## src/rtl/lsu_mem_port.sv

```systemverilog
// Load/store front end between the execute stage and a word-organised data memory.
// Latency: an aligned access takes 2 cycles from accept to response with a memory that acks one cycle after req; a misaligned access takes 3*beats-1 cycles.
// Backpressure: cpu_ready is low from accept until the response; mem_req is held with stable mem_* until mem_ack or timeout.
//
// Ports: clk/reset (synchronous, active-high); cpu_* is the pipeline request/response side;
//        mem_* is the memory req/ack side. All outputs are registered.
// Optional: define LSU_MISALIGN_TRAP_EN to trap misaligned accesses (error response, no memory beat)
//           instead of splitting them into aligned beats.
module lsu_mem_port #(
  parameter int unsigned TIMEOUT_CYCLES = 0
) (
  input  logic        clk,
  input  logic        reset,
  input  logic        cpu_valid,
  output logic        cpu_ready,
  input  logic [31:0] cpu_addr,
  input  logic        cpu_write,
  input  logic [31:0] cpu_wdata,
  input  logic [1:0]  cpu_width,
  input  logic        cpu_extend,
  output logic        cpu_resp_valid,
  output logic [31:0] cpu_rdata,
  output logic        cpu_err,
  output logic        mem_req,
  output logic [31:0] mem_addr,
  output logic        mem_write,
  output logic [31:0] mem_wdata,
  output logic        mem_extend,
  output logic [1:0]  mem_width,
  input  logic        mem_ack,
  input  logic [31:0] mem_rdata
);

  typedef enum logic [1:0] {IDLE, REQ, GAP, RESP} state_t;

  state_t      state;
  logic [31:0] addr_q;
  logic [31:0] wdata_q;
  logic [31:0] w0_q;
  logic [1:0]  width_q;
  logic        extend_q;
  logic        write_q;
  logic        split_q;
  logic [1:0]  beat_idx;
  logic [1:0]  last_beat;
  logic [31:0] tmo_cnt;

  // Halves need addr[0]=0, words need addr[1:0]=00; bytes are never misaligned.
  logic cpu_mis;
  assign cpu_mis = ((cpu_width == 2'b01) & cpu_addr[0]) | (cpu_width[1] & (|cpu_addr[1:0]));

  logic trap_hit;
`ifdef LSU_MISALIGN_TRAP_EN
  assign trap_hit = cpu_mis;
`else
  assign trap_hit = 1'b0;
`endif

  // Misaligned load merge: the second word arrives on mem_rdata while the
  // first sits in w0_q; pick 32 bits starting at the original byte offset.
  logic [63:0] pair;
  logic [31:0] lo_word;
  logic [31:0] merged;
  assign pair    = {mem_rdata, w0_q};
  assign lo_word = pair[{addr_q[1:0], 3'b000} +: 32];

  always_comb begin
    merged = lo_word;
    if (width_q == 2'b01)
      merged = {{16{extend_q & lo_word[15]}}, lo_word[15:0]};
  end

  logic tmo_hit;
  assign tmo_hit = (TIMEOUT_CYCLES != 0) && (tmo_cnt == TIMEOUT_CYCLES - 1);

  always_ff @(posedge clk) begin
    if (reset) begin
      state          <= IDLE;
      cpu_ready      <= 1'b0;
      cpu_resp_valid <= 1'b0;
      cpu_rdata      <= '0;
      cpu_err        <= 1'b0;
      mem_req        <= 1'b0;
      mem_addr       <= '0;
      mem_write      <= 1'b0;
      mem_wdata      <= '0;
      mem_extend     <= 1'b0;
      mem_width      <= '0;
      addr_q         <= '0;
      wdata_q        <= '0;
      w0_q           <= '0;
      width_q        <= '0;
      extend_q       <= 1'b0;
      write_q        <= 1'b0;
      split_q        <= 1'b0;
      beat_idx       <= '0;
      last_beat      <= '0;
      tmo_cnt        <= '0;
    end else begin
      case (state)
        IDLE: begin
          cpu_ready <= 1'b1;
          if (cpu_valid && cpu_ready) begin
            cpu_ready <= 1'b0;
            addr_q    <= cpu_addr;
            wdata_q   <= cpu_wdata;
            width_q   <= cpu_width;
            extend_q  <= cpu_extend;
            write_q   <= cpu_write;
            split_q   <= cpu_mis;
            beat_idx  <= '0;
            tmo_cnt   <= '0;
            if (trap_hit) begin
              state          <= RESP;
              cpu_resp_valid <= 1'b1;
              cpu_err        <= 1'b1;
              cpu_rdata      <= '0;
            end else begin
              if (!cpu_mis) begin
                // Memory handles lane select and extension itself.
                mem_addr   <= cpu_addr;
                mem_width  <= cpu_width;
                mem_extend <= cpu_extend;
                mem_write  <= cpu_write;
                mem_wdata  <= cpu_wdata;
                last_beat  <= 2'd0;
              end else if (!cpu_write) begin
                mem_addr   <= {cpu_addr[31:2], 2'b00};
                mem_width  <= 2'b10;
                mem_extend <= 1'b0;
                mem_write  <= 1'b0;
                mem_wdata  <= '0;
                last_beat  <= 2'd1;
              end else begin
                mem_addr   <= cpu_addr;
                mem_width  <= 2'b00;
                mem_extend <= 1'b0;
                mem_write  <= 1'b1;
                mem_wdata  <= {24'd0, cpu_wdata[7:0]};
                last_beat  <= (cpu_width == 2'b01) ? 2'd1 : 2'd3;
              end
              mem_req <= 1'b1;
              state   <= REQ;
            end
          end
        end

        REQ: begin
          if (mem_ack) begin
            mem_req <= 1'b0;
            tmo_cnt <= '0;
            if (beat_idx == 2'd0)
              w0_q <= mem_rdata;
            if (beat_idx == last_beat) begin
              state          <= RESP;
              cpu_resp_valid <= 1'b1;
              cpu_err        <= 1'b0;
              cpu_rdata      <= write_q ? 32'd0 : (split_q ? merged : mem_rdata);
            end else begin
              beat_idx <= beat_idx + 2'd1;
              state    <= GAP;
            end
          end else if (tmo_hit) begin
            // Abort: drop any remaining beats; already-acked store bytes stay written.
            mem_req        <= 1'b0;
            state          <= RESP;
            cpu_resp_valid <= 1'b1;
            cpu_err        <= 1'b1;
            cpu_rdata      <= '0;
          end else begin
            tmo_cnt <= tmo_cnt + 32'd1;
          end
        end

        GAP: begin
          // Only split accesses get here; beat_idx already points at the next beat.
          mem_req <= 1'b1;
          tmo_cnt <= '0;
          state   <= REQ;
          if (!write_q) begin
            mem_addr <= {addr_q[31:2], 2'b00} + 32'd4;
          end else begin
            mem_addr  <= addr_q + {30'd0, beat_idx};
            mem_wdata <= {24'd0, wdata_q[{beat_idx, 3'b000} +: 8]};
          end
        end

        RESP: begin
          cpu_resp_valid <= 1'b0;
          cpu_err        <= 1'b0;
          cpu_rdata      <= '0;
          cpu_ready      <= 1'b1;
          state          <= IDLE;
        end

        default: state <= IDLE;
      endcase
    end
  end

endmodule

```

## config.mk

```make
export PLATFORM = sky130hd
export DESIGN_NAME = lsu_mem_port
export DESIGN_NICKNAME = d
export VERILOG_FILES = /design/src/rtl/lsu_mem_port.sv
export SDC_FILE = /design/constraint.sdc
export NUM_CORES = 1
export LEC_CHECK = 0
export ABC_AREA = 1
export CAP_MARGIN = 5
export CORE_ASPECT_RATIO = 1.5
export CORE_UTILIZATION = 46
export CTS_CLUSTER_SIZE = 24
export DETAILED_ROUTE_END_ITERATION = 8
export PLACE_DENSITY_LB_ADDON = 0.2
export SYNTH_ARGS = -nofsm -noshare
export SYNTH_HDL_FRONTEND = slang
export SYNTH_SLANG_ARGS = --single-unit
```

## constraint.sdc

```tcl
create_clock -name clk -period 1.9 [get_ports clk]
set_input_delay 0.38 -clock clk [delete_from_list [all_inputs] [get_ports clk]]
set_output_delay 0.38 -clock clk [all_outputs]
set_load 0.01 [all_outputs]
```

== Word level (Yosys, flattened, before mapping) ==
Index checks and enable logic that the tools add are counted.
Operators by class
  add/sub/neg operators: 3
  equal/unequal tests: 11
  shift operators: 2
  multiplexer cells: 43
  bitwise gates (word level): 4
  reductions and logical operators: 17
Operators with widths (count)
  $mux 32: 10
  $pmux 32 s2: 3
  $shiftx 64x6->32: 1
  $add 32x2->32: 1
  $add 32x3->32 const B: 1
  $shiftx 32x6->8: 1
  $mux 2: 12
  $reduce_and 3->1: 4
  $mux 1: 11
  $ne 2x2->1 const B: 5
  $mux 8: 1
  $pmux 2 s4: 1
  $reduce_bool 2->1: 4
  $eq 2x1->1 const B: 3
  $pmux 1 s2: 3
  $reduce_and 2->1: 3
  $eq 2x2->1 const B: 2
  $logic_not 2->1: 2
  $pmux 2 s2: 1
  $reduce_and 4->1: 1
  $and 1x1->1: 3
  $pmux 1 s3: 1
  $reduce_bool 3->1: 1
  $add 2x1->2 const B: 1
  4 further kinds: 4
Storage, ports and cells
  register bits after elaboration: 211
  input port bits: 104
  output and inout port bits: 104
  logic and storage cells: 100

== Longest topological paths before layout ==
  word-level depth: 8
  depth in mapped cells: 14
  mapped depth without buffers: 14

== Worst setup path before layout ==
Ideal clock, no wire load.
  path kind: reg2reg
  from: register beat_idx[0]
  to: register w0_q[23]
  setup time: 70 ps
  arrival: 1700 ps
  data required time: 1830 ps
  path slack: 130 ps
  stages on the path, launching flop included: 9
  buffers on the path: 3
  clock period less this slack: 1770 ps
  path through: dfxtp_1 > buf_4 > clkinv_1 > clkbuf_1 > ha_1 > nand3_1 > clkbuf_1 > o21ai_0 > a21oi_1
On the way
  cells in the longest elaborated chain, start to end: 2
RTL lines
  start, declared: RTL line 44  | logic [1:0] beat_idx;
  start signal, assigned: RTL line 160  | beat_idx <= beat_idx + 2'd1;
  $logic_not 2->1: RTL line 152  | if (beat_idx == 2'd0)
  $reduce_and 3->1 (no source line)
  end signal, assigned: RTL line 153  | w0_q <= mem_rdata;
  end, declared: RTL line 39  | logic [31:0] w0_q;
No other way between the ends.
A chain may end at the register's enable or synchronous reset.

== Worst setup path in the final report ==
  from: register addr_q[1]
  to: register mem_addr[13]
On the way
  cells in the longest elaborated chain, start to end: 3
RTL lines
  start, declared: RTL line 37  | logic [31:0] addr_q;
  start signal, assigned: RTL line 105  | addr_q <= cpu_addr;
  $add 32x2->32: RTL line 183  | mem_addr <= addr_q + {30'd0, beat_idx};
  $mux 32: RTL line 180  | if (!write_q) begin
  $pmux 32 s2: RTL line 100  | case (state)
  end signal, assigned: RTL line 121  | mem_addr <= cpu_addr;
  end signal, assigned: RTL line 181  | mem_addr <= {addr_q[31:2], 2'b00} + 32'd4;
  end signal, assigned: RTL line 183
  end, declared: RTL line 25  | output logic [31:0] mem_addr,
No other way between the ends.

==> reports/results.ini <==
[synth]
syn_area_per_cell_um2=6.77
synthesis.nets=1641
ys_types=38
yosysWarnings=0
netlist_area_mm2=0.0103
synthFlopType=dfxtp_1
ys_seq_elements=208
syn_inst=1527
synth-edff-count=0
yosysSeqAreaShare_pct=40.3
async_flop_share_pct=0

[sta]
timing.hold.ws_ns=0.445
hold_viol=0
layout_min_cycle_time_ns=1.89
setup_viol=0
rsz0062_at_grt=yes
maxSlewViolCount=0
finalWorstSetupSlack_ns=0.0148
fmaxAchievable_ghz=0.530
finalCritPeriodShare_pct=99.2
tightest_slew_ns=0.823
slew_headroom_pct=45.2
fin_worst_skew_ns=0.0114

[clock_tree]
clk_latency_ns=0.51
numCtsBuffers=22
cts_hold_buffers=0
cts_tree=built
cts_root_buffer=clkbuf_16
htree_levels=1
clock-sinks=208
clkSlewWorstSetupHoldPaths_ns=0.06
clockBufferDepth=3

[floorplanning]
coreArea_mm2=0.0219
die_w_um=124
fp.dieH_um=186
pin_count=208
dieArea_mm2=0.0231
row_count=66
initial_utilization_pct=47.3

[drt]
dr.pass1.iters=5
drt_iter0_drc=937
vias=11034
detail-route-antenna-nets=0
routed_via_density=5.47
wire_per_inst_um=16.6
wl_um=33400
drc=0

[pwr]
finalPower_mw=18.0
peakVddDrop_v=0.000898
clock_power_share_pct=24.8
total_leakage_power_nw=5.27
p_seq_share_pct=34.4
power_switching_mw=6.62
switching_share_pct=36.9
power.density_mw_per_mm2=1280
p_comb_share_pct=40.7
internal-power_mw=11.3

[worst_hold_path]
hp-class=register to register
holdCritStartpoint=w0_q[7]$_SDFFE_PP0P_

[setup_path]
timing_worst_setup_path_type=register to register
startpoint=addr_q[1]$_SDFFE_PP0P_
rrSetupSlack_ns=0.01
worstPathMaxFanout=7
worstPathArrival_ns=2.27
endpoint_kind=register
worstReg2RegStart=addr_q[1]$_SDFFE_PP0P_
critPathCapture=mem_addr[13]$_SDFFE_PP0P_
r2r_end=mem_addr[13]$_SDFFE_PP0P_
start_kind=register
r2r_cells=11
required_ns=2.29

[finish]
final_common_cell=nand2_1
fin_cells=2018
fillers=1964
layout.nets=1848
syn2layout_area_growth_pct=35.6
final_cell_mix=291 x nand2_1, 233 x a21oi_1, 204 x clkdlybuf4s50_1, 201 x dfxtp_1, 196 x o21ai_0
n_antenna_cell=0
drive_gt1_share_pct=10.3

[grt]
grt_max_degree=72
antenna_found_initial=0
track_usage_pct=28.3
grt_pass1_wl_um=53100
grt-ovfl-total=0
grt_pass1_vias=10326

[flow_run]
maxCapViolations=0

[placed_design]
place_congestion=0.946
place_ws_ns=-0.0988
io_buffers=206
dp_hpwl_um=23500
place_inst=1979

[run_status]
status=completed

==> state kept, by name, indices dropped and copies added (netlist names) <==
signal,flops
addr_q,32
cpu_rdata,32
mem_addr,32
mem_wdata,32
w0_q,32
wdata_q,32
beat_idx,2
last_beat,2
mem_width,2
state,2
width_q,2
cpu_ready,1
cpu_resp_valid,1
extend_q,1
mem_extend,1
mem_req,1
mem_write,1
==> power by group through the flow <==
stage | Clock (mW) | Sequential (mW) | Combinational [mW]
6_report | 4.46 | 6.18 | 7.31
5_1_grt | 4.70 | 6.31 | 8.03
4_1_cts | 4.52 | 6.15 | 7.18
3_5_place_dp | 0 | 6.22 | 7.13
3_3_place_gp | 0 | 6.21 | 7.03
2_1_floorplan | 0 | 6.32 | 3.84
==> area by class of cell <==
class,count,area (µm²),area share (%)
timing repair buffer,288,2890,20.6
inverter,132,503,3.59
tap,272,340,2.43
sequential,208,4180,29.8
clock inverter,3,67.6,0.482
multi-input combinational,1082,5370,38.3
clock buffer,33,673,4.80
==> cell usage after synthesis, drive strengths merged (4+ instances only) <==
library cell | count | share of area [%]
ha | 9 | 1.1
nand3 | 87 | 4.2
o221ai | 6 | 0.51
o21ai | 218 | 11
nor3 | 12 | 0.69
clkbuf | 73 | 2.6
nand2 | 299 | 11
dfxtp | 208 | 40
o211ai | 37 | 2.7
a21oi | 235 | 11
buf | 32 | 1.8
nand4 | 19 | 1.3
inv | 129 | 4.7
xor2 | 4 | 0.41
nor2 | 144 | 5.5
==> per-layer routing <==
metal	global-route usage, %	up-vias	part of all wire [%]
met5	0	-	0
met4	13.2	0	4.7
met3	4.00	89	6.1
met2	51.2	382	50
met1	32.8	5053	39
li1	-	5510	-
==> worst min-delay path by stage <==
stage / to / slack (ns) / depth (start not counted)
2_1_floorplan: w0_q[0]$_SDFFE_PP0P_ / 0.42 / 2
3_3_place_gp: w0_q[7]$_SDFFE_PP0P_ / 0.43 / 2
3_5_place_dp: w0_q[7]$_SDFFE_PP0P_ / 0.44 / 2
4_1_cts: w0_q[7]$_SDFFE_PP0P_ / 0.45 / 2
5_1_grt: wdata_q[12]$_SDFFE_PP0P_ / 0.47 / 2
6_report: w0_q[7]$_SDFFE_PP0P_ / 0.45 / 2
==> per-stage QoR <==
stage	cell area [µm²]	utilization, %	TNS (ns)
6_report	14000	64.1	0
5_1_grt	14000	64.1	-0.835
4_1_cts	13800	63.2	-0.00867
3_5_place_dp	13100	59.7	-1.21
3_3_place_gp	13100	59.7	-0.470
2_1_floorplan	10300	-	0
==> worst max-delay path, cell delays in order (launching register included) <==
cell     delay, ns
dfxtp_4       0.37
ha_4          0.27
nand3_4       0.07
o21ai_2       0.17
buf_6         0.14
nand2_8       0.06
nor2_4        0.26
buf_6         0.14
buf_4         0.09
nand2_2       0.04
nand3_1       0.09
a21oi_2       0.06
==> logic make-up after synthesis <==
family | after synthesis | synth area share (%)
xor+xnor | 4 | 0.411
compound gates | 503 | 25.9
fa+ha+maj | 10 | 1.28
simple gates | 564 | 22.9
other cells | 1 | 0.0363
flops | 208 | 40.3
buf+inv | 237 | 9.24
==> timing repair <==
action / 4_1_cts / 5_1_grt
pin swaps: 1 / 11
resized for setup: 7 / 43
endpoints found under the setup margin: 23 / 58
buffers inserted: 0 / 3
endpoints found under the hold margin: 0 / 0
Note: power is estimated with default switching activity, not from simulation.
==> RTL change (same flow settings) <==
Make the reset (`reset`) asynchronous in one clocked block.
--- a/src/rtl/lsu_mem_port.sv
+++ b/src/rtl/lsu_mem_port.sv
@@ -74,5 +74,5 @@
   assign tmo_hit = (TIMEOUT_CYCLES != 0) && (tmo_cnt == TIMEOUT_CYCLES - 1);
 
-  always_ff @(posedge clk) begin
+  always_ff @(posedge clk or posedge reset) begin
     if (reset) begin
       state          <= IDLE;
Function: differs if reset is asserted again (counterexample within 4 cycles, from zero or initial values and one cycle with reset high); with reset held inactive, the same outputs for 4 cycles.
==> RTL change against the unedited design <==
- area after synthesis up 3.7%
- die area up 3.6%
- count of clock-buffer cells in the layout down 1
- final cell count down 2.2%
- power up 38%
- non-clock buffer count up 22
- sequential cell count unchanged
- routed wire length up 4.7%
- clock power down 4.9%
- setup slack worse by 0.0026 ns
- via count down 3.9%
- final area up 5.7%
- largest cell class is now flip-flops and latches
- largest power group unchanged
==> RTL change: results (changes against the unedited design) <==
[status]
outcome=completed

[routing]
wire_per_inst_um=17.7  ; +7.0%
route.met2.wl_um=17900  ; +7.3%
drt-initial-drc-count=846  ; -9.7%
wl_met1_um=13200  ; about the same

[floorplanning]
fp.dieW_um=127  ; +1.8%

[final_layout]
final_nets=1791  ; -3.1%
seqCellArea_um2=5210  ; +25%
nMultiInputCombCells=1023  ; -5.5%
clk_share_pct=4.71  ; -0.57 points
n_all_inverters=112  ; -15%
nFillCells=2054  ; +4.6%

[logic_synthesis]
ys_top_cells_by_count=489 x nand2_1, 208 x dfrtp_1, 175 x o21ai_0
synth.area.top_cells=dfrtp_1 49%, nand2_1 17%, o21ai_0 8.2%
synth-xor-area-share_pct=1.39  ; +0.98 points
synth_compound_area_share_pct=15.8  ; -10 points
synthAdderAreaFrac_pct=1.24  ; -0.045 points
async_flop_share_pct=100  ; +100 points

[critical_path]
r2r-end=mem_addr[2]
cp.arrival_ns=2.35  ; +0.08 ns

[global_route]
grt_start_max_net_pins=59  ; -18%
grtUsageMet3_pct=3.98  ; -0.011 points
grt_util_all_layers_pct=29.2  ; +0.92 points
grt_pass1_wl_um=54500  ; +2.8%

[placed_design]
dp_slack_ns=-0.281  ; -0.182 ns
place_area_um2=13700  ; +4.8%

[RTL change: cell count changes after synthesis, sizes merged, moves of 15 or more]
| cell | change |
|---|---|
| dfrtp | +208 |
| dfxtp | -208 |
| nand2 | +191 |
| a21oi | -146 |
| nor2 | -55 |
| clkbuf | -30 |
| o211ai | -28 |
| o21ai | -21 |
| inv | -18 |
| nand3 | -15 |
| nand4 | -15 |
[RTL change: worst max-delay path, delay by kind of cell (launching register included)]
kind	cells	cell delay (ns)
fa+ha+maj	2	0.51
flops	1	0.45
buf+inv	3	0.33
compound gates	2	0.33
xor+xnor	1	0.14
simple gates	1	0.07
[RTL change: power breakdown]
group          total (µW)  internal [µW]  leakage [µW]  switching [µW]
combinational       12700           5630       0.00395            7030
clock                4240           2440      0.000348            1800
sequential           7910           6460       0.00260            1450
total               24800          14500       0.00690           10300
[RTL change: what timing repair did]
action / in CTS / in global routing
pin swaps: 5 / 17
gates cloned: 0 / 3
setup endpoints to repair: 51 / 108
gates resized for setup: 24 / 65
buffers inserted: 1 / 7
